--- config.mk ---
export PLATFORM = sky130hd
export DESIGN_NAME = cube_frame_buffer_n
export DESIGN_NICKNAME = d
export VERILOG_FILES = /design/src/rtl/cube_frame_buffer_n_pkg.sv /design/src/rtl/cube_frame_buffer_n_src_timeout.sv /design/src/rtl/cube_frame_buffer_n.sv
export SDC_FILE = /design/constraint.sdc
export NUM_CORES = 2
export LEC_CHECK = 0
export ABC_AREA = 1
export CAP_MARGIN = 15
export CORE_AREA = 2 2 622 624
export CTS_CLUSTER_DIAMETER = 30
export DETAILED_ROUTE_END_ITERATION = 6
export DIE_AREA = 0 0 624 626
export RECOVER_POWER = 25
export SLEW_MARGIN = 20
export SYNTH_ARGS = -nofsm -noshare
export SYNTH_HDL_FRONTEND = slang
export SYNTH_SLANG_ARGS = --single-unit
export TNS_END_PERCENT = 10
--- constraint.sdc ---
create_clock -name clk -period 2.8 [get_ports clk]
set_input_delay 0.56 -clock clk [delete_from_list [all_inputs] [get_ports clk]]
set_output_delay 0.56 -clock clk [all_outputs]
set_load 0.05 [all_outputs]
--- src/rtl/cube_frame_buffer_n_pkg.sv ---
`default_nettype none
// ============================================================================
//  Package     : cube_pkg
//  Description : Shared constants, types and helpers for the tear-free
//                light-cube frame buffer.
//  Revision    : 1.0  initial release
// ============================================================================
package cube_pkg;

   // Default cube geometry; one bit per LED
   localparam int SIDE    = 8;
   localparam int FRAME_W = SIDE * SIDE * SIDE;

   // Width of the statistics counters
   localparam int CNT_W = 16;

   // Fallback state machine encoding
   typedef enum logic [0:0] {
      TO_NORMAL   = 1'b0,
      TO_FALLBACK = 1'b1
   } to_state_e;

   // Source-select width: never narrower than one bit
   function automatic int sel_w(input int n);
      return (n <= 2) ? 1 : $clog2(n);
   endfunction

endpackage
`default_nettype wire

--- src/rtl/cube_frame_buffer_n_src_timeout.sv ---
`default_nettype none
// ============================================================================
//  Module      : cube_src_timeout
//  Description : Counts display scans without a frame from the active source
//                and switches to the fallback animation after TIMEOUT_SCANS.
//                Leaves fallback at the first scan_done after the active
//                source delivers a frame again.
//  Revision    : 1.0  initial release
// ============================================================================
module cube_src_timeout
   import cube_pkg::*;
#(
   parameter  int TIMEOUT_SCANS = 64,
   localparam int CW            = (TIMEOUT_SCANS < 1) ? 1 : $clog2(TIMEOUT_SCANS + 1)
) (
   input  logic clk,
   input  logic rst,
   input  logic scan_done,
   input  logic sel_valid,
   input  logic switch_evt,
   input  logic fb_allow,
   output logic fallback_active
);

   localparam logic [CW-1:0] T_MAX = CW'(TIMEOUT_SCANS);

   to_state_e     state_q, state_d;
   logic [CW-1:0] cnt_q, cnt_d;
   logic          seen_q, seen_d;
   logic          seen_now;
   logic [CW-1:0] cnt_inc;

   // Next-state logic: a valid in the scan_done cycle still counts for that scan
   always_comb begin
      state_d  = state_q;
      cnt_d    = cnt_q;
      seen_now = seen_q | sel_valid;
      seen_d   = seen_now;
      cnt_inc  = (cnt_q == T_MAX) ? cnt_q : cnt_q + 1'b1;
      if (switch_evt) begin
         // New source gets a fresh timeout window
         state_d = TO_NORMAL;
         cnt_d   = '0;
         seen_d  = 1'b0;
      end else if (scan_done) begin
         seen_d = 1'b0;
         case (state_q)
            TO_NORMAL: begin
               if (seen_now) begin
                  cnt_d = '0;
               end else begin
                  cnt_d = cnt_inc;
                  if (fb_allow && (cnt_inc == T_MAX)) begin
                     state_d = TO_FALLBACK;
                  end
               end
            end
            TO_FALLBACK: begin
               if (seen_now) begin
                  state_d = TO_NORMAL;
                  cnt_d   = '0;
               end
            end
            default: begin
               state_d = TO_NORMAL;
               cnt_d   = '0;
            end
         endcase
      end
   end

   // State and counter registers
   always_ff @(posedge clk) begin
      if (rst) begin
         state_q <= TO_NORMAL;
         cnt_q   <= '0;
         seen_q  <= 1'b0;
      end else begin
         state_q <= state_d;
         cnt_q   <= cnt_d;
         seen_q  <= seen_d;
      end
   end

   assign fallback_active = (state_q == TO_FALLBACK);

endmodule
`default_nettype wire

--- src/rtl/cube_frame_buffer_n.sv ---
`default_nettype none
// ============================================================================
//  Module      : cube_frame_buffer_n
//  Description : Tear-free double-buffered frame store for the light cube.
//                Captures the effective source into a back buffer and swaps
//                it to the front buffer only at display scan boundaries.
//                Supports freeze, deferred source switching and a timeout
//                fallback to the default animation.
//                Optional macro FRAME_STATS_EN enables drop/swap counters.
//  Revision    : 1.0  initial release
// ============================================================================
module cube_frame_buffer_n #(
   parameter  int SIDE          = cube_pkg::SIDE,
   parameter  int NUM_SRC       = 2,
   parameter  int FALLBACK_SRC  = 0,
   parameter  int TIMEOUT_SCANS = 64,
   localparam int FRAME_W       = SIDE * SIDE * SIDE,
   localparam int SEL_W         = cube_pkg::sel_w(NUM_SRC)
) (
   input  logic                       clk,
   input  logic                       rst,
   input  logic [NUM_SRC*FRAME_W-1:0] src_frame_flat,
   input  logic [NUM_SRC-1:0]         src_valid,
   input  logic [SEL_W-1:0]           src_sel,
   input  logic                       scan_done,
   input  logic                       freeze,
   output logic [FRAME_W-1:0]         frame_cube_flat,
   output logic                       frame_swap,
   output logic [SEL_W-1:0]           active_src,
   output logic                       fallback_active,
   output logic                       pending,
   output logic [cube_pkg::CNT_W-1:0] drop_cnt,
   output logic [cube_pkg::CNT_W-1:0] swap_cnt
);

   import cube_pkg::*;

   localparam logic [SEL_W-1:0] FB_IDX = SEL_W'(FALLBACK_SRC);

   logic [FRAME_W-1:0] front_q, front_d;
   logic [FRAME_W-1:0] back_q, back_d;
   logic               pending_q, pending_d;
   logic               frame_swap_q, frame_swap_d;
   logic [SEL_W-1:0]   active_src_q, active_src_d;

   logic [SEL_W-1:0]   sel_san;
   logic [SEL_W-1:0]   eff_src;
   logic [FRAME_W-1:0] eff_frame;
   logic               cap;
   logic               sel_valid;
   logic               swap;
   logic               switch_evt;
   logic               fb_allow;
   logic               fallback;

   // Out-of-range requests map onto the fallback source
   always_comb begin
      sel_san    = (int'(src_sel) < NUM_SRC) ? src_sel : FB_IDX;
      eff_src    = fallback ? FB_IDX : active_src_q;
      switch_evt = scan_done && (sel_san != active_src_q);
      fb_allow   = (active_src_q != FB_IDX) && (TIMEOUT_SCANS != 0);
   end

   // Source muxes: captured frame follows the effective source, while the
   // timeout watches the selected source even during fallback
   always_comb begin
      eff_frame = '0;
      cap       = 1'b0;
      sel_valid = 1'b0;
      for (int k = 0; k < NUM_SRC; k++) begin
         if (eff_src == SEL_W'(k)) begin
            eff_frame = src_frame_flat[k*FRAME_W +: FRAME_W];
            cap       = src_valid[k];
         end
         if (active_src_q == SEL_W'(k)) begin
            sel_valid = src_valid[k];
         end
      end
   end

   // Buffer control: swap uses the back buffer value before this cycle's capture
   always_comb begin
      swap         = scan_done && pending_q && !freeze;
      front_d      = swap ? back_q : front_q;
      back_d       = cap ? eff_frame : back_q;
      pending_d    = cap ? 1'b1 : (swap ? 1'b0 : pending_q);
      frame_swap_d = swap;
      active_src_d = scan_done ? sel_san : active_src_q;
   end

   // Datapath registers
   always_ff @(posedge clk) begin
      if (rst) begin
         front_q      <= '0;
         back_q       <= '0;
         pending_q    <= 1'b0;
         frame_swap_q <= 1'b0;
         active_src_q <= '0;
      end else begin
         front_q      <= front_d;
         back_q       <= back_d;
         pending_q    <= pending_d;
         frame_swap_q <= frame_swap_d;
         active_src_q <= active_src_d;
      end
   end

   cube_src_timeout #(
      .TIMEOUT_SCANS (TIMEOUT_SCANS)
   ) u_timeout (
      .clk             (clk),
      .rst             (rst),
      .scan_done       (scan_done),
      .sel_valid       (sel_valid),
      .switch_evt      (switch_evt),
      .fb_allow        (fb_allow),
      .fallback_active (fallback)
   );

`ifdef FRAME_STATS_EN
   localparam logic [CNT_W-1:0] CNT_MAX = '1;

   logic [CNT_W-1:0] drop_cnt_q, drop_cnt_d;
   logic [CNT_W-1:0] swap_cnt_q, swap_cnt_d;
   logic             drop;

   // Saturating statistics; a capture that coincides with a swap is not a drop
   always_comb begin
      drop       = cap && pending_q && !swap;
      drop_cnt_d = (drop && (drop_cnt_q != CNT_MAX)) ? drop_cnt_q + 1'b1 : drop_cnt_q;
      swap_cnt_d = (swap && (swap_cnt_q != CNT_MAX)) ? swap_cnt_q + 1'b1 : swap_cnt_q;
   end

   // Statistics registers
   always_ff @(posedge clk) begin
      if (rst) begin
         drop_cnt_q <= '0;
         swap_cnt_q <= '0;
      end else begin
         drop_cnt_q <= drop_cnt_d;
         swap_cnt_q <= swap_cnt_d;
      end
   end

   assign drop_cnt = drop_cnt_q;
   assign swap_cnt = swap_cnt_q;
`else
   assign drop_cnt = '0;
   assign swap_cnt = '0;
`endif

   assign frame_cube_flat = front_q;
   assign frame_swap      = frame_swap_q;
   assign active_src      = active_src_q;
   assign fallback_active = fallback;
   assign pending         = pending_q;

endmodule
`default_nettype wire

==> flow_summary.yaml <==
power:
  p_switching_mw: 15.72
  peakVddDrop_uv: 500.5
  power_mw: 56.50
  pwr-share-seq_pct: 29.3
  internal_power_mw: 40.78
  clkPwrFrac_pct: 57.8
  power_density_nw_per_um2: 795.7
  leakagePower_nw: 27.87
  combPwrFrac_pct: 12.9
  p_sw_share_pct: 27.83
clocking:
  cts_tree: "yes"
  cts_setup_buffers: 0
  htree_levels: 5
  cts_hold_buffers: 0
  cts_sinks: 1036
  clock_latency_ps: 880
  cts_resized: 25
  clockRootBuffer: "clkbuf_16"
  cts.clk_slew.worst_paths_ps: 60
  numCtsBuffers: 273
  clockBufferDepth: 4
sta:
  fmax_mhz: 361.2
  tns_ps: 0
  final-hold-violation-count: 0
  period_share_pct: 98.88
  drv_slew: 0
  worst_pin_slew_ps: 1101
  fin_crit_ps: 2769
  setup_viol: 0
  holdWs_ps: 237.1
  relSlewSlack_pct: 26.61
  skew_ps: 62.24
  rsz0062_at_grt: "no"
global_routing:
  antenna_found_initial: 309
  grt_pass1_vias: 43003
  grt_pass1_wl_um: 395100
  globalRouteOverflowTotal: 0
  grt_usage_pct: 14.95
  grt_max_degree: 170
critical_path:
  crit_buf_inv: 1
  slowest_delay_ps: 960
  cp.required_ps: 2240
  cp_max_fo: 2
  cp-end-kind: "output port"
  arrival_ps: 2210
  critPathSlowestCell: "clkdlybuf4s50_1"
  crit_type: "reg -> out"
  path_cells: "clkdlybuf4s50_1"
  crit_family: "buffers and inverters"
  startpoint_type: "flop"
run:
  maxCapViolCount: 0
drt:
  drt_pre_antenna_iters: 5
  drc: 0
  vias_per_cell: 3.747
  first_iter_violations: 3874
  vias: 45580
  wl_per_cell_um: 25.27
  wirelength_um: 307300
  ant_nets: 0
synth:
  synthFlopType: "dfxtp_1"
  synth_cells: 5198
  syn_avg_cell_area_um2: 7.584
  synth_edf_count: 0
  synth.most_common_cell: "nand2_1"
  synthTopCellsByCount: "nand2_1, dfxtp_1, nor2_1"
  synth_area_um2: 39420
  yosysSeqAreaShare_pct: 52.61
  yosys-top-cells-area: "dfxtp_1, o21ai_0, nand2_1"
  yosysWarningCount: 0
  synth.distinct_cells: 25
  synthArstFlopShare_pct: 0
  synth_seq_cells: 1036
  yosys.area.top_type_share_pct: 52.61
  yosysTopAreaCell: "dfxtp_1"
layout:
  nets: 7819
  post-route-util_pct: 18.48
  fin_cells: 12163
  syn_to_final_growth_pct: 80.11
  drive_gt1_share_pct: 9.540
die:
  die_w_um: 624
  ios: 1579
  initial_core_util_pct: 10.26
  core_area_um2: 384300
  rows: 228
  fp.dieH_um: 626
  die_area_um2: 390600
status:
  status: "finished, final reports clean"
min_path:
  hold_class: "in -> reg"
place:
  dpl.hpwl_um: 250500
  place_inst: 11571
  gp_congestion: 1.170
  io_buffers: 1546
## cells in the final DEF, fill, tap and decap left out, drive strengths merged
master,synthesis,routed
xor2,2,2
dlygate4sd3,0,2
clkinv,0,71
nor2,1035,1035
diode,0,101
clkbuf,325,397
and3,1,1
nand4,3,3
inv,17,32
xnor2,1,1
or2,1,1
nand3,10,10
bufinv,0,30
a31oi,512,512
buf,159,202
clkinvlp,0,25
nand2b,1,1
clkdlybuf4s50,0,1490
ha,2,2
nor3,1,1
nand2,1052,1052
conb,1,32
o21ai,1028,1028
a21oi,11,11
dlygate4sd2,0,25
dfxtp,1036,1036
## registers in the layout (all words and copies together), names as in the netlist
signal and count:
u_timeout.cnt_q 7, back_q 512, active_src 1, u_timeout.seen_q 1, u_timeout.fallback_active 1, frame_cube_flat 512, frame_swap 1, pending 1
## power groups by stage
stage | Clock [mW] | Sequential (mW) | Combinational, mW
floorplan | 0 | 17.8 | 2.44
global placement | 0 | 16.8 | 7.33
detailed placement | 0 | 16.8 | 7.37
CTS | 33.1 | 16.6 | 7.40
global route | 33.9 | 16.7 | 7.81
finish | 32.6 | 16.6 | 7.31
## through the flow
| step | worst slack (ps) | cell area, µm² |
|---|---|---|
| 2_1_floorplan | 944.2 | 39540 |
| 3_5_place_dp | 104.8 | 61360 |
| 3_3_place_gp | 168.5 | 61360 |
| 6_report | 31.36 | 71010 |
| 4_1_cts | 1.470 | 70970 |
| 5_1_grt | 3.628 | 70890 |
## worst register-to-register path, delay by kind of cell, from the launching register on
kind                   cells  cell delay [ps]
DFF                        1              360
buffers and inverters      4             1510
and+or+nand+nor            4              610
## kinds of logic after synthesis
family | Yosys count | synth area share [%]
AND/OR/NAND/NOR | 2104 | 20.14
adder cells (fa/ha/maj) | 2 | 0.06346
other | 1 | 0.009512
XOR/XNOR | 3 | 0.06666
flip-flops | 1036 | 52.61
buffers and inverters | 501 | 5.802
AO/OA/AOI/OAI | 1551 | 21.31
## layout make-up
cell class	count	area, µm²
timing repair buffer	1766	17430
clock buffer	350	7543
inverter	17	86.33
sequential	1036	20740
antenna	101	252.7
multi-input combinational	3692	16520
clock inverter	141	2102
tap	5060	6331
fill	42834	313300
## layer usage
layer / up-vias / part of all wire (%) / global-route usage, % / wire [µm]
met3: 900 / 11 / 6.824 / 33220
met4: 176 / 5.0 / 6.794 / 15300
met5: - / 0.38 / 0 / 1173
met2: 2336 / 48 / 25.32 / 146600
li1: 20788 / - / - / -
met1: 21380 / 36 / 15.82 / 111000
## worst paths after layout
check                              startpoint                                 to  slack, ps  cells after the start
min                       src_frame_flat[458]           back_q[458]$_SDFFE_PP0P_        240                      3
min reg2reg          back_q[500]$_SDFFE_PP0P_  frame_cube_flat[500]$_SDFFE_PP0P_        440                      2
max          frame_cube_flat[75]$_SDFFE_PP0P_                frame_cube_flat[75]         30                      1
max reg2reg              pending$_SDFFE_PP0P_  frame_cube_flat[360]$_SDFFE_PP0P_        200                      8
Power figures use the tool's default switching activity.
